## src/rtl/spu_wb_queue_if.sv

```systemverilog
// Pipe-to-writeback bundle for spu_wb_queue: retiring results in,
// regfile write port and status out.
interface spu_wb_queue_if #(
    parameter int WIDTH   = 128,
    parameter int REGBITS = 7
);
    logic               e_valid;
    logic [REGBITS-1:0] e_wa;
    logic [WIDTH-1:0]   e_wd;
    logic               o_valid;
    logic [REGBITS-1:0] o_wa;
    logic [WIDTH-1:0]   o_wd;
    logic               stall;
    logic               regwrite;
    logic [REGBITS-1:0] wa;
    logic [WIDTH-1:0]   wd;
    logic               wb_empty;
    logic               drop_err;

    modport master (
        output e_valid, e_wa, e_wd, o_valid, o_wa, o_wd,
        input  stall, regwrite, wa, wd, wb_empty, drop_err
    );

    modport slave (
        input  e_valid, e_wa, e_wd, o_valid, o_wa, o_wd,
        output stall, regwrite, wa, wd, wb_empty, drop_err
    );
endinterface

```

## src/rtl/spu_wb_queue.sv

```systemverilog
// SPU writeback queue: merges even/odd results in program order onto one
// regfile write port. Define WB_FWD_EN to build operand forwarding.
module spu_wb_queue #(
    parameter int WIDTH   = 128,
    parameter int REGBITS = 7,
    parameter int DEPTH   = 4
) (
    input logic           clk,
    input logic           reset,
    spu_wb_queue_if.slave bus
`ifdef WB_FWD_EN
    ,
    input  logic [REGBITS-1:0] fwd_ra1,
    input  logic [REGBITS-1:0] fwd_ra2,
    output logic               fwd_hit1,
    output logic               fwd_hit2,
    output logic [WIDTH-1:0]   fwd_d1,
    output logic [WIDTH-1:0]   fwd_d2
`endif
);
    localparam int PW = $clog2(DEPTH);

    logic [PW-1:0]      head;
    logic [PW-1:0]      tail;
    logic [PW:0]        count;
    logic [REGBITS-1:0] buf_wa [DEPTH];
    logic [WIDTH-1:0]   buf_wd [DEPTH];

    logic               regwrite_q;
    logic [REGBITS-1:0] wa_q;
    logic [WIDTH-1:0]   wd_q;
    logic               drop_q;

    logic               stall;
    logic               e_acc;
    logic               o_acc;
    logic               have_buf;
    logic               push_e;
    logic               push_o;
    logic [PW-1:0]      tail_o;
    logic [PW:0]        count_nxt;
    logic               out_go;
    logic [REGBITS-1:0] out_wa;
    logic [WIDTH-1:0]   out_wd;

    assign stall    = (count == (PW+1)'(DEPTH));
    assign e_acc    = bus.e_valid && !stall;
    assign o_acc    = bus.o_valid && !stall;
    assign have_buf = (count != '0);

    // The oldest candidate leaves; everything younger lands in the FIFO.
    assign push_e    = e_acc && have_buf;
    assign push_o    = o_acc && (have_buf || e_acc);
    assign tail_o    = tail + PW'(push_e);
    assign count_nxt = count + (PW+1)'(push_e) + (PW+1)'(push_o)
                     - (PW+1)'(have_buf);

    always_comb begin
        out_go = 1'b0;
        out_wa = wa_q;
        out_wd = wd_q;
        unique case (1'b1)
            have_buf: begin
                out_go = 1'b1;
                out_wa = buf_wa[head];
                out_wd = buf_wd[head];
            end
            (e_acc && !have_buf): begin
                out_go = 1'b1;
                out_wa = bus.e_wa;
                out_wd = bus.e_wd;
            end
            (o_acc && !have_buf && !e_acc): begin
                out_go = 1'b1;
                out_wa = bus.o_wa;
                out_wd = bus.o_wd;
            end
            default: ;
        endcase
    end

    always_ff @(posedge clk) begin
        if (reset) begin
            head       <= '0;
            tail       <= '0;
            count      <= '0;
            regwrite_q <= 1'b0;
            wa_q       <= '0;
            wd_q       <= '0;
            drop_q     <= 1'b0;
        end else begin
            if (stall && (bus.e_valid || bus.o_valid))
                drop_q <= 1'b1;
            regwrite_q <= out_go;
            if (out_go) begin
                wa_q <= out_wa;
                wd_q <= out_wd;
            end
            if (have_buf)
                head <= head + PW'(1);
            tail  <= tail_o + PW'(push_o);
            count <= count_nxt;
        end
    end

    always_ff @(posedge clk) begin
        if (!reset) begin
            if (push_e) begin
                buf_wa[tail] <= bus.e_wa;
                buf_wd[tail] <= bus.e_wd;
            end
            if (push_o) begin
                buf_wa[tail_o] <= bus.o_wa;
                buf_wd[tail_o] <= bus.o_wd;
            end
        end
    end

    assign bus.stall    = stall;
    assign bus.regwrite = regwrite_q;
    assign bus.wa       = wa_q;
    assign bus.wd       = wd_q;
    assign bus.wb_empty = !have_buf && !regwrite_q;
    assign bus.drop_err = drop_q;

`ifdef WB_FWD_EN
    // Walk oldest to newest so the youngest match overrides.
    function automatic logic [WIDTH:0] lookup(
        input logic [REGBITS-1:0] ra
    );
        logic             hit;
        logic [WIDTH-1:0] d;
        logic [PW-1:0]    idx;
        hit = regwrite_q && (wa_q == ra);
        d   = hit ? wd_q : '0;
        for (int k = 0; k < DEPTH; k++) begin
            idx = head + PW'(k);
            if (((PW+1)'(k) < count) && (buf_wa[idx] == ra)) begin
                hit = 1'b1;
                d   = buf_wd[idx];
            end
        end
        return {hit, d};
    endfunction

    assign {fwd_hit1, fwd_d1} = lookup(fwd_ra1);
    assign {fwd_hit2, fwd_d2} = lookup(fwd_ra2);
`endif
endmodule
```

## src/flat_wrapper.sv

```systemverilog
// flat-port wrapper written by rule: the top's interface ports become plain ports
module spu_wb_queue_flat 
#(
    parameter int WIDTH   = 128,
    parameter int REGBITS = 7,
    parameter int DEPTH   = 4
)
  (clk, reset, bus_e_valid, bus_e_wa, bus_e_wd, bus_o_valid, bus_o_wa, bus_o_wd, bus_stall, bus_regwrite, bus_wa, bus_wd, bus_wb_empty, bus_drop_err);
  spu_wb_queue_if #(.WIDTH(WIDTH), .REGBITS(REGBITS)) bus_i ();
  input logic clk;
  input logic reset;
  input wire logic [$bits(bus_i.e_valid)-1:0] bus_e_valid;
  input wire logic [$bits(bus_i.e_wa)-1:0] bus_e_wa;
  input wire logic [$bits(bus_i.e_wd)-1:0] bus_e_wd;
  input wire logic [$bits(bus_i.o_valid)-1:0] bus_o_valid;
  input wire logic [$bits(bus_i.o_wa)-1:0] bus_o_wa;
  input wire logic [$bits(bus_i.o_wd)-1:0] bus_o_wd;
  output wire logic [$bits(bus_i.stall)-1:0] bus_stall;
  output wire logic [$bits(bus_i.regwrite)-1:0] bus_regwrite;
  output wire logic [$bits(bus_i.wa)-1:0] bus_wa;
  output wire logic [$bits(bus_i.wd)-1:0] bus_wd;
  output wire logic [$bits(bus_i.wb_empty)-1:0] bus_wb_empty;
  output wire logic [$bits(bus_i.drop_err)-1:0] bus_drop_err;
  assign bus_i.e_valid = bus_e_valid;
  assign bus_i.e_wa = bus_e_wa;
  assign bus_i.e_wd = bus_e_wd;
  assign bus_i.o_valid = bus_o_valid;
  assign bus_i.o_wa = bus_o_wa;
  assign bus_i.o_wd = bus_o_wd;
  assign bus_stall = bus_i.stall;
  assign bus_regwrite = bus_i.regwrite;
  assign bus_wa = bus_i.wa;
  assign bus_wd = bus_i.wd;
  assign bus_wb_empty = bus_i.wb_empty;
  assign bus_drop_err = bus_i.drop_err;
  spu_wb_queue #(.WIDTH(WIDTH), .REGBITS(REGBITS), .DEPTH(DEPTH)) u_core (.clk(clk), .reset(reset), .bus(bus_i));
endmodule
```

## config.mk

```make
export PLATFORM = sky130hd
export DESIGN_NAME = spu_wb_queue_flat
export DESIGN_NICKNAME = d
export VERILOG_FILES = /design/src/rtl/spu_wb_queue_if.sv /design/src/rtl/spu_wb_queue.sv /design/src/flat_wrapper.sv
export SDC_FILE = /design/constraint.sdc
export NUM_CORES = 1
export LEC_CHECK = 0
export BUFFER_PORTS_ARGS = -buffer_cell sky130_fd_sc_hd__buf_2
export CORE_ASPECT_RATIO = 1.75
export CORE_MARGIN = 2
export CORE_UTILIZATION = 50
export CTS_CLUSTER_DIAMETER = 100
export CTS_CLUSTER_SIZE = 16
export DETAILED_ROUTE_END_ITERATION = 8
export GPL_ROUTABILITY_DRIVEN = 0
export PLACE_DENSITY_LB_ADDON = 0.1
export SLEW_MARGIN = 20
export SYNTH_ARGS = -nofsm -noshare
export SYNTH_HDL_FRONTEND = slang
export SYNTH_SLANG_ARGS = --single-unit
```

## constraint.sdc

```tcl
create_clock -name clk -period 30.4 [get_ports clk]
set_input_delay 0 -clock clk [delete_from_list [all_inputs] [get_ports clk]]
set_output_delay 0 -clock clk [all_outputs]
set_load 0.005 [all_outputs]
```

=== Yosys cells after proc, flatten, opt, wreduce, memory -nomap -nowiden ===
Memories as Yosys holds them, arrays and structs flattened. A register that Yosys moved wholly into a read port is not among the register bits.
Cells that the tools add are included.

* Flip-flop bits (word level): 144
* Bits in latches: 0
* Memory bits (writable): 540
* ROM bits: 0
* Bits of input ports: 274
* Output and inout port bits: 139
* Logic and storage cells: 48
* Memories: 2

* Add/subtract/negate cells: 6
* $mul: 0
* Divide/modulo/power cells: 0
* Order comparisons: 0
* Eq/ne operators: 1
* Shift-type cells: 0
* Multiplexer cells: 13
* Bitwise operators: 0
* Reduce and logical (&&, ||, !) cells: 19

{| class="wikitable"
|+ Memory list
! name !! depth !! bits a word !! rd ports !! clocked after Yosys merged registers in !! write ports !! RTL line !! source
|-
| u_core.buf_wd || 4 || 128 || 1 || 1 || 2 || spu_wb_queue.sv:27 || <nowiki>logic [WIDTH-1:0] buf_wd [DEPTH];</nowiki>
|-
| u_core.buf_wa || 4 || 7 || 1 || 1 || 2 || spu_wb_queue.sv:26 || <nowiki>logic [REGBITS-1:0] buf_wa [DEPTH];</nowiki>
|}

{| class="wikitable"
|+ Operators by type and width
! cell !! number
|-
| $pmux 128 s3 || 1
|-
| $pmux 7 s3 || 1
|-
| $logic_and 1x1->1 || 9
|-
| $mux 2 || 4
|-
| $mux 1 || 7
|-
| $add 3x1->3 || 2
|-
| $reduce_bool 3->1 || 2
|-
| $add 2x1->2 || 2
|-
| $logic_not 1->1 || 4
|-
| $eq 3x3->1 const B || 1
|-
| $reduce_or 3->1 || 1
|-
| $sub 3x1->3 || 1
|-
| $add 2x1->2 const B || 1
|-
| $logic_or 1x1->1 || 2
|-
| $reduce_and 2->1 || 1
|}

=== Longest topological paths before layout ===
Gate-level depths: netlist of run 1.

* Word-level depth: 8
* Depth in mapped cells: 11
* Depth with buffers taken out: 9

=== Worst setup path before layout of run 1 ===
OpenSTA, ideal clock, no wires.

* Path type: register -> register
* Start point: register u_core.count[1]
* End point: memory u_core.buf_wa[0][0] (enable)
* Library setup time: 0.994 ns
* Arrival time: 14.294 ns
* Data required time: 29.406 ns
* Path slack: 15.112 ns
* Cell stages (with the launch flop): 5
* Path buffers: 1
* Period minus slack after synthesis: 15.288 ns
* Path through: dfxtp_1 or2_0 buf_2 nand2_1 o41ai_1

{| class="wikitable"
|+ RTL lines
! element !! RTL line !! source
|-
| start, declared || spu_wb_queue.sv:25 || <nowiki>logic [PW:0] count;</nowiki>
|-
| start signal, assigned || spu_wb_queue.sv:102 || <nowiki>count <= count_nxt;</nowiki>
|-
| end, declared || spu_wb_queue.sv:26 ||
|}

==> flow_summary.json, run 1 <==
{
  "status": "complete, no violations",
  "timing.final.hold_violations": 0,
  "initial_core_util": 0.504,
  "drc": 0,
  "synth_top_area_cell": "edfxtp_1",
  "num_vias": 27000,
  "cts_root_buf": "clkbuf_16",
  "synthDistinctLibCells": 42,
  "post_cts_resized": 0,
  "syn_avg_cell_area_um2": 14.2,
  "synth-xor-area-share": 0.00162,
  "setup_tns_ps": 0,
  "critPathKind": "register to register",
  "maxSlewHeadroom": 0.185,
  "wire_per_inst_um": 26.5,
  "slew_violations": 0,
  "synthAdderAreaFrac": 0.00175,
  "rsz0062_at_grt": "no",
  "synth_compound_area_frac": 0.0616,
  "crit_slowest_cell": "buf_4",
  "grt-ovfl-total": 0,
  "yosys.area.top_type_share": 0.437,
  "cts_tree": "done",
  "place_area_um2": 39300,
  "syn_nets": 2895,
  "startpoint_type": "register",
  "drt_pass1_iterations": 5,
  "synth_top_family_by_area": "multiplexers",
  "cts_max_level": 2,
  "grt.total_usage": 0.292,
  "grt_pass1_wl_um": 171000,
  "yosys_warnings": 0,
  "fin_cells": 4247,
  "vdd_ir_drop_max_uv": 81.5,
  "numPortBuffers": 412,
  "grt_pass1_vias": 29000,
  "layout_min_cycle_time_ps": 4970,
  "grt_max_degree": 226,
  "synthTopCellsByArea": "edfxtp_1, mux2_2, mux4_2",
  "fin_util": 0.609,
  "async_flop_share": 0,
  "dieArea_um2": 76500,
  "postCtsSetupRepairBufs": 0,
  "finalSetupViolations": 0,
  "finClkSkew_ps": 25.7,
  "worstHoldPathType": "primary input to register",
  "crit_path_end_kind": "register",
  "ant_nets": 0,
  "io_pins": 413,
  "synthSimpleGateAreaFrac": 0.117,
  "cpPeakStageDelay_ps": 930,
  "required_ps": 30750,
  "design_area_um2": 44800,
  "synth.most_common_cell": "edfxtp_1",
  "fin_nets": 3539,
  "placementRows": 132,
  "synth_ff_type": "edfxtp_1",
  "clockBufferDepth": 3,
  "clock-sinks": 686,
  "antenna_found_initial": 15,
  "hold_slack_ps": 31.8,
  "clk_pin_slew_ps": 70,
  "vias_per_cell": 6.35,
  "finalCritPeriodShare": 0.164,
  "cp_max_fo": 56,
  "synth_common_cells": "edfxtp_1, mux2_2, nand3_1",
  "hpwl_um": 58300,
  "worst_pin_slew_ps": 1220,
  "synth_edf_count": 540,
  "ys_seq_elements": 686,
  "fmax_mhz": 201,
  "arrival_ps": 5320,
  "areaGrowthSynthToFinish_pct": 20.9,
  "fp.dieW_um": 210,
  "critPathMostFrequentCell": "buf_4",
  "yosysSeqAreaShare": 0.516,
  "leakage_nw": 16.8,
  "synth_cells": 2617,
  "drt-initial-drc-count": 1909,
  "syn_area_um2": 37100,
  "crit_chain": "or2_0, nand2_1, inv_1, ha_1, xnor2_1, o2111ai_4, buf_4, buf_4, mux2_2, dlygate4sd3_1",
  "cts_inserted_buffers": 48,
  "wirelength_um": 112000,
  "die_height_um": 364,
  "clk_latency_ps": 630,
  "dp.cells": 3742,
  "layout-drive-gt1-share": 0.360,
  "cap_viol_max_count": 0,
  "p_per_area_nw_per_um2": 71.5,
  "core_region_area_um2": 73700,
  "synth_mux_area_frac": 0.262
}
## cells by family (layout without fill, tap and decap cells)
family          count (synthesis)  after routing
other cells                     0             12
mux                           675            675
simple gates                  699            699
fa+ha+maj                       4              4
compound gates                282            282
buf+inv                       265            945
xor+xnor                        6              6
flops                         686            686
## final cells by class
type | count | area [um^2]
fill | 5826 | 28800
clock buffer | 86 | 1380
timing repair buffer | 852 | 6500
multi-input combinational | 1666 | 16600
antenna | 12 | 30.0
tap | 938 | 1170
inverter | 7 | 33.8
sequential | 686 | 19100
## sequential cells by signal, summed over array words and instances (netlist names), named ones only
| register | count |
|---|---|
| u_core.count | 3 |
| u_core.buf_wa | 28 |
| u_core.buf_wd | 512 |
| u_core.head | 2 |
| u_core.tail | 2 |
| u_core.bus.wa | 7 |
| u_core.bus.regwrite | 1 |
| u_core.bus.drop_err | 1 |
| u_core.bus.wd | 128 |
## path summary, 6_finish.rpt
check	start	endpoint	slack [ps]	depth (start not counted)
min reg2reg	u_core.bus.wd[105]$_SDFFE_PP0P_	u_core.bus.wd[105]$_SDFFE_PP0P_	470	2
max	u_core.count[1]$_SDFF_PP0_	u_core.buf_wd[0][71]$_DFFE_PP_	25430	10
max reg2reg	u_core.count[1]$_SDFF_PP0_	u_core.buf_wd[0][71]$_DFFE_PP_	25430	10
min	bus_e_valid	u_core.bus.regwrite$_SDFF_PP0_	30	3
## cell usage in the layout (no fill, tap or decap), drive strengths merged
master	n
a2111oi	1
a211o	1
a21oi	2
and2	134
and3	1
and3b	134
buf	446
clkbuf	86
dfxtp	146
diode	12
dlygate4sd3	406
edfxtp	540
fa	2
ha	2
inv	7
mux2	540
mux4	135
nand2	4
nand3	269
nand3b	1
nand4	134
nor2	10
nor2b	4
nor3	2
nor3b	3
o2111ai	138
o211ai	134
o21a	1
o21ai	2
o31ai	1
o41ai	2
or2	2
or3	1
xnor2	4
xor2	2
## report_power, final
part	internal (W)	leakage [nW]	switching (W)	total (W)
clock network	0.000306	0.654	0.000327	0.000633
registers	0.00125	6.13	0.000103	0.00135
logic	0.000543	9.98	0.000677	0.00122
total	0.00210	16.8	0.00111	0.00321
## per-layer routing
| metal | track usage | part of all wire | up-vias |
|---|---|---|---|
| li1 | - | - | 11900 |
| met1 | 0.361 | 0.39 | 13800 |
| met2 | 0.514 | 0.51 | 1066 |
| met3 | 0.0606 | 0.075 | 183 |
| met4 | 0.0907 | 0.025 | 10 |
| met5 | 0 | 0.00057 | - |
## per-stage QoR
stage	total power, W	setup slack, ps
2_1_floorplan	0.00219	15110
3_3_place_gp	0.00249	26180
3_5_place_dp	0.00253	26020
4_1_cts	0.00322	25460
5_1_grt	0.00336	25220
6_report	0.00321	25430
## worst max-delay path: cells and delay by family, from the launching register on
family	cells	cell delay, ps
buffers and inverters	4	2250
multiplexers	1	420
AO/OA/AOI/OAI	1	160
adder cells (fa/ha/maj)	1	250
flip-flops	1	480
AND/OR/NAND/NOR	2	930
XOR/XNOR	1	180
## repair_timing
item / 4_1_cts / 5_1_grt
hold buffers: 406 / 0
endpoints found under the hold margin: 686 / 0
setup endpoints to repair: 0 / 0
(Power assumes the default switching activity.)
==> run 2: changes to the inputs <==
==> constraint.sdc (replaced) <==
create_clock -name clk -period 5.06 [get_ports clk]
set_input_delay 0 -clock clk [delete_from_list [all_inputs] [get_ports clk]]
set_output_delay 0 -clock clk [all_outputs]
set_load 0.005 [all_outputs]
==> run 2 against run 1 <==
Global-route usage hardly changed. Clock-buffer cell count is 1 lower. Fmax is 16% higher. Via count is 0.59% higher. Power grew to 6.0 times the previous value. Sequential share of layout area is 0.17 points lower. Sequential power grew to 6.0 times the previous value. Routed wire length is 0.67% higher.
==> flow_summary.json, run 2 (synthesis results as in run 1) <==
{
  "drt_pass1_iterations": 6,
  "areaGrowthSynthToFinish_pct": 21.4,
  "postCtsSetupRepairBufs": 0,
  "dp_slack_ps": 1320,
  "worst_pin_slew_ps": 1180,
  "grt.total_usage": 0.292,
  "initial_core_util": 0.504,
  "p_seq_frac": 0.418,
  "final_common_cell": "edfxtp_1",
  "swShare": 0.347,
  "num_vias": 27100,
  "grt_pass1_vias": 28900,
  "finClkSkew_ps": 13.9,
  "required_ps": 5430,
  "placementRows": 132,
  "dp.cells": 3747,
  "arrival_ps": 4650,
  "crit_path_end_kind": "register",
  "multi_input_area_um2": 16600,
  "clk_latency_ps": 610,
  "dieArea_um2": 76500,
  "timing.final.hold_violations": 0,
  "cp_max_fo": 77,
  "post_cts_resized": 0,
  "slew_violations": 0,
  "top_register": "u_core.buf_wd",
  "hpwl_um": 59200,
  "critPathKind": "register to register",
  "cap_viol_max_count": 0,
  "register_area_um2": 19100,
  "final_cell_mix": "edfxtp_1, buf_2, dlygate4sd3_1, mux2_2, nand3_1",
  "antenna_found_initial": 21,
  "fin_util": 0.611,
  "cts-hold-fix-buffers": 406,
  "cts_inserted_buffers": 48,
  "die_height_um": 364,
  "io_pins": 413,
  "setup_ws_ps": 777,
  "nFillCells": 5852,
  "vdd_ir_drop_max_uv": 652,
  "p_per_area_nw_per_um2": 429,
  "vias_per_cell": 6.38,
  "p_int_w": 0.0126,
  "drc": 0,
  "startpoint_type": "register",
  "clk_pin_slew_ps": 80,
  "drt-initial-drc-count": 2209,
  "finalSetupViolations": 0,
  "finalCritPeriodShare": 0.847,
  "power_switching_w": 0.00670,
  "clock_power_share": 0.197,
  "leakage_nw": 16.8,
  "design_area_um2": 45000,
  "ant_nets": 0,
  "fmax_mhz": 233,
  "status": "complete, no violations",
  "wirelength_um": 113000,
  "clock-sinks": 686,
  "fin_cells": 4255,
  "clockBufferDepth": 3,
  "grt_pass1_wl_um": 171000,
  "fp.dieW_um": 210,
  "layout_min_cycle_time_ps": 4280,
  "cts_tree": "done",
  "cts_max_level": 2,
  "numPortBuffers": 412,
  "comb_power_share": 0.385,
  "maxSlewHeadroom": 0.214,
  "wire_per_inst_um": 26.6,
  "grt-ovfl-total": 0,
  "largest_register_ffs": 512,
  "grt_max_degree": 198,
  "core_region_area_um2": 73700,
  "fin_nets": 3543,
  "worstHoldPathType": "primary input to register",
  "rsz0062_at_grt": "no",
  "layout-drive-gt1-share": 0.362,
  "cts_root_buf": "clkbuf_16",
  "place_area_um2": 39600
}
[run 2: cell count changes in the layout (fill, tap and decap cells not counted), sizes merged]
| cell | delta |
|---|---|
| diode | +5 |
| buf | +4 |
| clkbuf | -1 |
[run 2: power groups by stage]
stage               clock network [W]  logic [W]  registers, W
finish                        0.00381    0.00744       0.00807
global route                  0.00408    0.00796       0.00816
CTS                           0.00391    0.00746       0.00807
detailed placement                  0    0.00706       0.00820
global placement                    0    0.00694       0.00813
floorplan                           0    0.00481       0.00813
[run 2: through the flow]
step | hold WS, ps | total power [W] | setup TNS (ps)
4_1_cts | 139 | 0.0194 | 0
5_1_grt | 224 | 0.0202 | 0
3_3_place_gp | 349 | 0.0151 | 0
6_report | 185 | 0.0193 | 0
2_1_floorplan | 217 | 0.0129 | -781630
3_5_place_dp | 355 | 0.0153 | 0
[run 2: area by class of cell]
type | count | area share
antenna | 17 | 0.000945
clock buffer | 85 | 0.0305
inverter | 7 | 0.000750
multi-input combinational | 1666 | 0.369
sequential | 686 | 0.425
tap | 938 | 0.0261
timing repair buffer | 856 | 0.148
[run 2: critical path, cell delays in order, from the launching register on]
cell and delay, ps:
dfxtp_2 400, or2_0 670, nand2_4 170, inv_1 120, ha_1 230, xnor2_1 190
o2111ai_4 190, buf_12 460, buf_12 550, mux2_2 400, dlygate4sd3_1 550
[run 2: routing by layer]
metal | track usage | routed length (um) | vias up
met3 | 0.0582 | 8140 | 238
met1 | 0.361 | 44700 | 13900
met5 | 0 | 52 | -
li1 | - | - | 11900
met2 | 0.504 | 56200 | 1101
met4 | 0.116 | 4110 | 8
[run 2: path summary, 6_finish.rpt]
path	startpoint	slack [ps]	depth (start not counted)	endpoint
worst min register to register	u_core.bus.wd[96]$_SDFFE_PP0P_	470	2	u_core.bus.wd[96]$_SDFFE_PP0P_
worst min-delay path	bus_e_valid	190	3	u_core.bus.regwrite$_SDFF_PP0_
worst max-delay path	u_core.count[1]$_SDFF_PP0_	780	10	u_core.buf_wd[0][80]$_DFFE_PP_
worst max register to register	u_core.count[1]$_SDFF_PP0_	780	10	u_core.buf_wd[0][80]$_DFFE_PP_
==> run 3: changes to the inputs <==
--- a/config.mk
+++ b/config.mk
@@ -5,6 +5,7 @@
 export SDC_FILE = /design/constraint.sdc
 export NUM_CORES = 1
 export LEC_CHECK = 0
+export ABC_AREA = 1
 export BUFFER_PORTS_ARGS = -buffer_cell sky130_fd_sc_hd__buf_2
 export CORE_ASPECT_RATIO = 1.75
 export CORE_MARGIN = 2
==> constraint.sdc (replaced) <==
create_clock -name clk -period 4.1 [get_ports clk]
set_input_delay 0 -clock clk [delete_from_list [all_inputs] [get_ports clk]]
set_output_delay 0 -clock clk [all_outputs]
set_load 0.005 [all_outputs]
==> run 3 against run 2 <==
Synthesized cell count grew 89%. Sequential power grew 23%. Combinational power grew 68%. Critical path depth grew 2. Clock power grew 26%. Global-route usage grew 3.9 points. Synthesized area grew 0.99%. Critical endpoint is now u_core.buf_wd[0][75]$_DFFE_PP_. Cell count grew 52%. Die area grew 0.98%. Utilization grew 0.098 points. Worst hold slack gained 60 ps. Cell area grew 0.83%.
==> flow_summary.json, run 3 <==
{
  "areaGrowthSynthToFinish_pct": 21.2,
  "cts_inserted_buffers": 48,
  "initial_core_util": 0.505,
  "synth_mux_area_frac": 0,
  "maxSlewHeadroom": 0.236,
  "clk_latency_ps": 630,
  "vdd_ir_drop_max_uv": 1370,
  "fin_cells": 6456,
  "synth-xor-area-share": 0.000701,
  "ys_seq_elements": 686,
  "dp.cells": 5949,
  "synthDistinctLibCells": 20,
  "vias_per_cell": 5.72,
  "yosys.area.top_type_share": 0.433,
  "timing.final.hold_violations": 0,
  "async_flop_share": 0,
  "placementRows": 132,
  "critPathBufInv": 3,
  "cp_max_fo": 135,
  "numPortBuffers": 412,
  "drc": 0,
  "grt_pass1_wl_um": 200000,
  "rsz0062_at_grt": "no",
  "synth_common_cells": "nand2_1, nand4_1, edfxtp_1",
  "use_met1": 0.409,
  "ant_nets": 0,
  "syn_area_um2": 37500,
  "grt.total_usage": 0.331,
  "wire_per_inst_um": 20.3,
  "dieArea_um2": 77200,
  "arrival_ps": 4080,
  "io_pins": 413,
  "synth_compound_area_frac": 0.0371,
  "slew_violations": 0,
  "die_height_um": 366,
  "hpwl_um": 65200,
  "crit_chain": "nor2_1, nand2_1, inv_2, nor2_1, ha_1, xor2_1, nor2_4, nand3_4, buf_12, nand2_1, nand2_1, dlygate4sd3_1",
  "final_common_cell": "nand2_1",
  "finClkSkew_ps": 20.6,
  "syn_nets": 5233,
  "crit_path_end_kind": "register",
  "clockBufferDepth": 3,
  "layout_min_cycle_time_ps": 3590,
  "cts-hold-fix-buffers": 409,
  "cap_viol_max_count": 0,
  "antenna_found_initial": 11,
  "cpPeakStageDelay_ps": 690,
  "synth_edf_count": 540,
  "cts_root_buf": "clkbuf_16",
  "synth_top_family_by_area": "simple AND/OR/NAND/NOR gates",
  "cts_max_level": 2,
  "layout-drive-gt1-share": 0.0984,
  "post_cts_resized": 0,
  "p_per_area_nw_per_um2": 600,
  "core_region_area_um2": 74200,
  "top_register": "u_core.buf_wd",
  "leakage_nw": 21.3,
  "startpoint_type": "register",
  "drt_pass1_iterations": 8,
  "grt_pass1_vias": 35500,
  "final_cell_mix": "nand2_1, nand4_1, edfxtp_1, nor2_1, buf_2",
  "worst_pin_slew_ps": 1150,
  "clock-sinks": 686,
  "finalCritPeriodShare": 0.875,
  "grt_max_degree": 237,
  "wirelength_um": 131000,
  "cp_top_family": "buffers and inverters",
  "yosysSeqAreaShare": 0.511,
  "required_ps": 4590,
  "use_met2": 0.581,
  "synth.most_common_cell": "nand2_1",
  "postCtsSetupRepairBufs": 0,
  "syn_avg_cell_area_um2": 7.56,
  "fmax_mhz": 279,
  "synthSimpleGateAreaFrac": 0.375,
  "num_vias": 36900,
  "crit_slowest_cell": "buf_12",
  "synth_ff_type": "edfxtp_1",
  "use_met3": 0.0384,
  "drt-initial-drc-count": 3629,
  "setup_tns_ps": 0,
  "fp.dieW_um": 211,
  "grt-ovfl-total": 0,
  "cts_tree": "done",
  "busiest_layer": "met2",
  "fin_nets": 5748,
  "largest_register_ffs": 512,
  "synthTopCellsByArea": "edfxtp_1, nand2_1, nand4_1",
  "critPathKind": "register to register",
  "synthAdderAreaFrac": 0.00174,
  "yosys_warnings": 0,
  "worstHoldPathType": "primary input to register",
  "critPathMostFrequentCell": "nand2_1",
  "status": "complete, no violations",
  "finalSetupViolations": 0,
  "synth_cells": 4955,
  "clk_pin_slew_ps": 80,
  "synth_top_area_cell": "edfxtp_1"
}
-- run 3: cell count changes in the layout (fill, tap and decap cells not counted), sizes merged, moves of 134 or more --
cell | before | now
o21ai | 2 | 274
nand2 | 4 | 2039
and2 | 134 | 0
nand4 | 134 | 541
mux2 | 540 | 0
nor2 | 10 | 421
and3b | 134 | 0
mux4 | 135 | 0
o2111ai | 138 | 0
o211ai | 134 | 0
inv | 7 | 292
-- run 3: tightest hold or removal path, cell delays in order --
cell and delay [ps]:
dlygate4sd3_1 520, buf_2 140, nand2_1 60, nand2_1 40
-- run 3: kinds of logic (layout without fill, tap and decap cells) --
group,Yosys count,in the layout
buffers and inverters,703,1258
AO/OA/AOI/OAI,278,278
other,0,8
flip-flops,686,686
XOR/XNOR,3,3
AND/OR/NAND/NOR,3281,3281
adder cells (fa/ha/maj),4,4
-- run 3: metrics by stage --
| stage | hold WS [ps] | setup slack (ps) | power [W] | area (um^2) | utilization |
|---|---|---|---|---|---|
| after floorplan | 179 | 124 | 0.0175 | 37500 | - |
| after global placement | 328 | 1070 | 0.0217 | 39900 | 0.538 |
| after detailed placement | 333 | 1060 | 0.0218 | 39900 | 0.538 |
| after CTS | 195 | 572 | 0.0271 | 45400 | 0.612 |
| after global routing | 244 | 285 | 0.0288 | 45400 | 0.612 |
| final | 245 | 514 | 0.0273 | 45400 | 0.612 |
-- run 3: final timing paths --
kind / startpoint / end / slack [ps] / depth (start not counted)
setup reg to reg: u_core.count[1]$_SDFF_PP0_ / u_core.buf_wd[0][75]$_DFFE_PP_ / 510 / 12
setup / recovery: u_core.count[1]$_SDFF_PP0_ / u_core.buf_wd[0][75]$_DFFE_PP_ / 510 / 12
hold / removal: bus_e_wd[48] / u_core.buf_wd[0][48]$_DFFE_PP_ / 250 / 4
hold reg to reg: u_core.head[1]$_SDFFE_PP0P_ / register / 440 / 1
-- run 3: power by group --
part | internal (W) | total [W] | switching, W
clock network | 0.00228 | 0.00480 | 0.00252
registers | 0.00934 | 0.00993 | 0.000592
logic | 0.00350 | 0.0125 | 0.00902
total | 0.0151 | 0.0273 | 0.0121
-- run 3: area by class of cell --
class	instances	area [um^2]
Antenna cell	8	20.0
Clock buffer	88	1380
Clock inverter	2	17.5
Fill cell	6562	28700
Inverter	290	1110
Multi-Input combinational cell	3566	15700
Sequential cell	686	19100
Tap cell	938	1170
Timing Repair Buffer	878	6890
-- run 3: layer usage --
layer	part of all wire	wire, um
met1	0.38	49500
met2	0.50	66000
met3	0.083	10900
met4	0.035	4610
met5	0.00031	41
